===== config.mk =====
export PLATFORM = sky130hd
export DESIGN_NAME = serial_sign_restorer
export DESIGN_NICKNAME = d
export VERILOG_FILES = /design/src/rtl/serial_sign_restorer.sv
export SDC_FILE = /design/constraint.sdc
export NUM_CORES = 1
export LEC_CHECK = 0
export CORE_MARGIN = 2
export CORE_UTILIZATION = 52
export DETAILED_ROUTE_END_ITERATION = 8
export PLACE_DENSITY = 0.74
export SYNTH_ARGS = -nofsm -noshare
export SYNTH_HDL_FRONTEND = slang
export SYNTH_SLANG_ARGS = --single-unit

===== constraint.sdc =====
create_clock -name clk -period 1.9 [get_ports clk]
set_input_delay 0.38 -clock clk [delete_from_list [all_inputs] [get_ports clk]]
set_output_delay 0.38 -clock clk [all_outputs]
set_load 0.02 [all_outputs]

===== src/rtl/serial_sign_restorer.sv =====
// rtl/serial_sign_restorer.sv - bit-serial product capture with on-the-fly two's-complement sign restore
module serial_sign_restorer #(
    parameter int WIDTH = 16
) (
    input  logic             clk,
    input  logic             rst,
    input  logic             start,
    input  logic             neg,
    input  logic             bit_in,
    input  logic             bit_valid,
    output logic             busy,
    output logic             out_valid,
    input  logic             out_ready,
    output logic [WIDTH-1:0] product
);

    localparam int CW = (WIDTH > 1) ? $clog2(WIDTH) : 1;
    localparam logic [CW-1:0] LAST = CW'(WIDTH - 1);

    typedef enum logic [1:0] {
        IDLE  = 2'd0,
        SHIFT = 2'd1,
        DONE  = 2'd2
    } state_t;

    state_t           state;
    logic [CW-1:0]    count;
    logic [WIDTH-1:0] sreg;
    logic             neg_l;
    logic             seen_one;

    logic             obit;
    logic [WIDTH-1:0] sreg_next;

    // Copy up to and including the first 1, invert everything after it.
    assign obit      = (neg_l & seen_one) ? ~bit_in : bit_in;
    assign sreg_next = {obit, sreg[WIDTH-1:1]};

    always_ff @(posedge clk or posedge rst) begin
        if (rst) begin
            state     <= IDLE;
            count     <= '0;
            sreg      <= '0;
            neg_l     <= 1'b0;
            seen_one  <= 1'b0;
            busy      <= 1'b0;
            out_valid <= 1'b0;
            product   <= '0;
        end else begin
            case (state)
                IDLE: begin
                    if (start) begin
                        neg_l    <= neg;
                        count    <= '0;
                        sreg     <= '0;
                        seen_one <= 1'b0;
                        busy     <= 1'b1;
                        state    <= SHIFT;
                    end
                end
                SHIFT: begin
                    if (bit_valid) begin
                        sreg     <= sreg_next;
                        seen_one <= seen_one | bit_in;
                        count    <= count + 1'b1;
                        if (count == LAST) begin
                            product   <= sreg_next;
                            out_valid <= 1'b1;
                            state     <= DONE;
                        end
                    end
                end
                DONE: begin
                    if (out_ready) begin
                        out_valid <= 1'b0;
                        busy      <= 1'b0;
                        state     <= IDLE;
                    end
                end
                default: begin
                    state     <= IDLE;
                    busy      <= 1'b0;
                    out_valid <= 1'b0;
                end
            endcase
        end
    end

endmodule


==> reports/results.ini <==
[power]
peakVddDrop_mv=0.987
clockPowerShare_pct=15.3
p_sw_w=0.00101
p_int_w=0.00196
p_leak_nw=0.985
p_seq_share_pct=49.4
combPwrFrac_pct=35.3
switching_share_pct=34.1
p_per_area_mw_per_mm2=1460

[layout]
antennaDiodeCount=0
syn_to_final_growth_pct=23.8
drive_above_1_share_pct=17.9
layout.cells.non_filler=195
finalNetCount=158

[clocking]
post_cts_buffers=0
cts_buffer_depth=2
htreeDepth=2
numCtsBuffers=5
cts_root_buffer=clkbuf_4
cts_tree=done
cts.reportedPaths.clkPinSlew_ps=120
clock_sinks=41
cts_hold_buf=0
clkLatencyLatePin_ps=350
cts_resized=0

[critical_path]
path_buf_inv=1
reg2reg_from=count[1]$_DFFE_PP0P_
path_class=reg2out
cp-end-kind=output port
crit_family=buffers and inverters
worst-r2r-cell-count=5
reg2reg_to=product[4]$_DFFE_PP0P_
critPathMaxStageDelay_ps=610
critPathSlowestCell=clkdlybuf4s50_1
crit_fanout=2
crit_chain=clkdlybuf4s50_1
crit_path_start_kind=flop
reg2reg_slack_ps=320
cp_data_required_time_ps=1520
critPathArrivalTime_ps=1340

[timing]
tns_ps=0
worst_pin_slew_ps=487
setup_viol=0
timing.hold.ws_ps=443
fin_skew_ps=8.64
period_share_pct=90.6
period_minus_slack_ps=1720
rsz0062_at_grt=false
maxSlewHeadroom_pct=67.5
hold_viol=0
timing.fmax_mhz=581
drv_slew=0

[yosys]
ys_async_sr_fraction_pct=100
synth.area.top_cells=dfrtp_1, a22o_1, mux2_2, mux2_1, a21o_1
synthFlopType=dfrtp_1
ys_seq_area_share_pct=62.4
synth_cells=118
yosysTopAreaCell=dfrtp_1
syn_area_per_cell_um2=13.9
synth_edf_count=0
synth-seq-cells=41
yosysMostFrequentCell=dfrtp_1
ys_types=27
synth_common_cells=dfrtp_1, a22o_1, mux2_2
synth.cell_area_mm2=0.00165
ys_warn_count=0
yosysTopAreaCellShare_pct=62.4
synth_fp_nets=126

[floorplanning]
die_area_mm2=0.00363
core_mm2=0.00303
die_width_um=60.3
die_h_um=60.3
rows=20
ios=25
start_util_pct=54.3

[drt]
totalWireLength_um=2870
drt-initial-drc-count=33
avgViaCountPerCell=5.42
drt-pass1-iter-count=4
vias=1056
drc=0
routedWlPerCell_um=14.7
ant_nets=0

[global_route]
grt_pass1_wl_um=4940
grt_usage_pct=19.0
grt_pass1_vias=1070
grt_max_degree=42
antenna_found_initial=0
grt_overflow=0

[worst_hold_path]
min_path_type=in2async

[placed_design]
dpl.hpwl_um=1930
port_buffers=24
dp_cells=187
globalplace.congestion=0.771

[run]
maxCapViolCount=0

[outcome]
status=finished clean

-- layout by cell type (no fill, tap or decap), types with 3 or more instances in the layout --
cell             netlist  layout
mux2_2                10      10
mux2_1                 8       8
o21ai_0                3       3
a21oi_1                3       3
nor2_1                 5       5
inv_1                  3       3
buf_4                  0       6
clkbuf_4               0       5
a21o_1                 3       3
nand2_1                3       3
dfrtp_1               41      41
clkdlybuf4s50_1        0      24
a22o_1                20      20
-- flip-flops by register name, summed over array words and instances, names as in the netlist --
name       flops
product       16
sreg          15
count          4
state          2
busy           1
neg_l          1
out_valid      1
seen_one       1
-- layer usage --
layer / vias up / track usage, % / share of wire [%]
met3: 5 / 6.06 / 4.5
met2: 30 / 28.7 / 47
met5: - / 0 / 0
li1: 494 / - / -
met4: 0 / 7.62 / 1.4
met1: 527 / 25.4 / 47
-- cells by family after synthesis --
family	synth area share [%]
compound gates	15.1
xor+xnor	0.532
fa+ha+maj	0.760
buf+inv	2.74
flops	62.4
mux	12.9
simple gates	5.55
-- final cells by class --
class / count / area, um2
Sequential cell: 41 / 1030
Fill cell: 246 / 991
Multi-Input combinational cell: 68 / 574
Timing Repair Buffer: 31 / 305
Tap cell: 44 / 55.1
Clock buffer: 6 / 51.3
Clock inverter: 2 / 13.8
Inverter: 3 / 11.3
-- power groups by stage --
stage,combinational [W],clock (W),sequential [W]
2_1_floorplan,0.000521,0,0.00157
3_3_place_gp,0.00103,0,0.00146
3_5_place_dp,0.00106,0,0.00148
4_1_cts,0.00106,0.000469,0.00147
5_1_grt,0.00114,0.000515,0.00152
6_report,0.00105,0.000454,0.00147
-- worst max-delay path by stage --
stage / cells after the start / from / endpoint
after global placement: 5 / bit_valid / product[5]$_DFFE_PP0P_
final: 1 / out_valid$_DFFE_PP0P_ / out_valid
after CTS: 1 / out_valid$_DFFE_PP0P_ / out_valid
after floorplan: 5 / count[0]$_DFFE_PP0P_ / product[0]$_DFFE_PP0P_
after detailed placement: 5 / bit_valid / product[7]$_DFFE_PP0P_
after global routing: 1 / out_valid$_DFFE_PP0P_ / out_valid
-- per-stage QoR --
| step | power (W) | utilization (%) | instance area (um2) | setup WS [ps] |
|---|---|---|---|---|
| floorplan | 0.00209 | - | 1650 | 282 |
| global placement | 0.00249 | 65.1 | 1970 | 119 |
| detailed placement | 0.00254 | 65.1 | 1970 | 91.1 |
| CTS | 0.00300 | 67.3 | 2040 | 158 |
| global route | 0.00318 | 67.3 | 2040 | 114 |
| finish | 0.00297 | 67.3 | 2040 | 179 |
No activity file was read; power rests on OpenSTA's default activity.
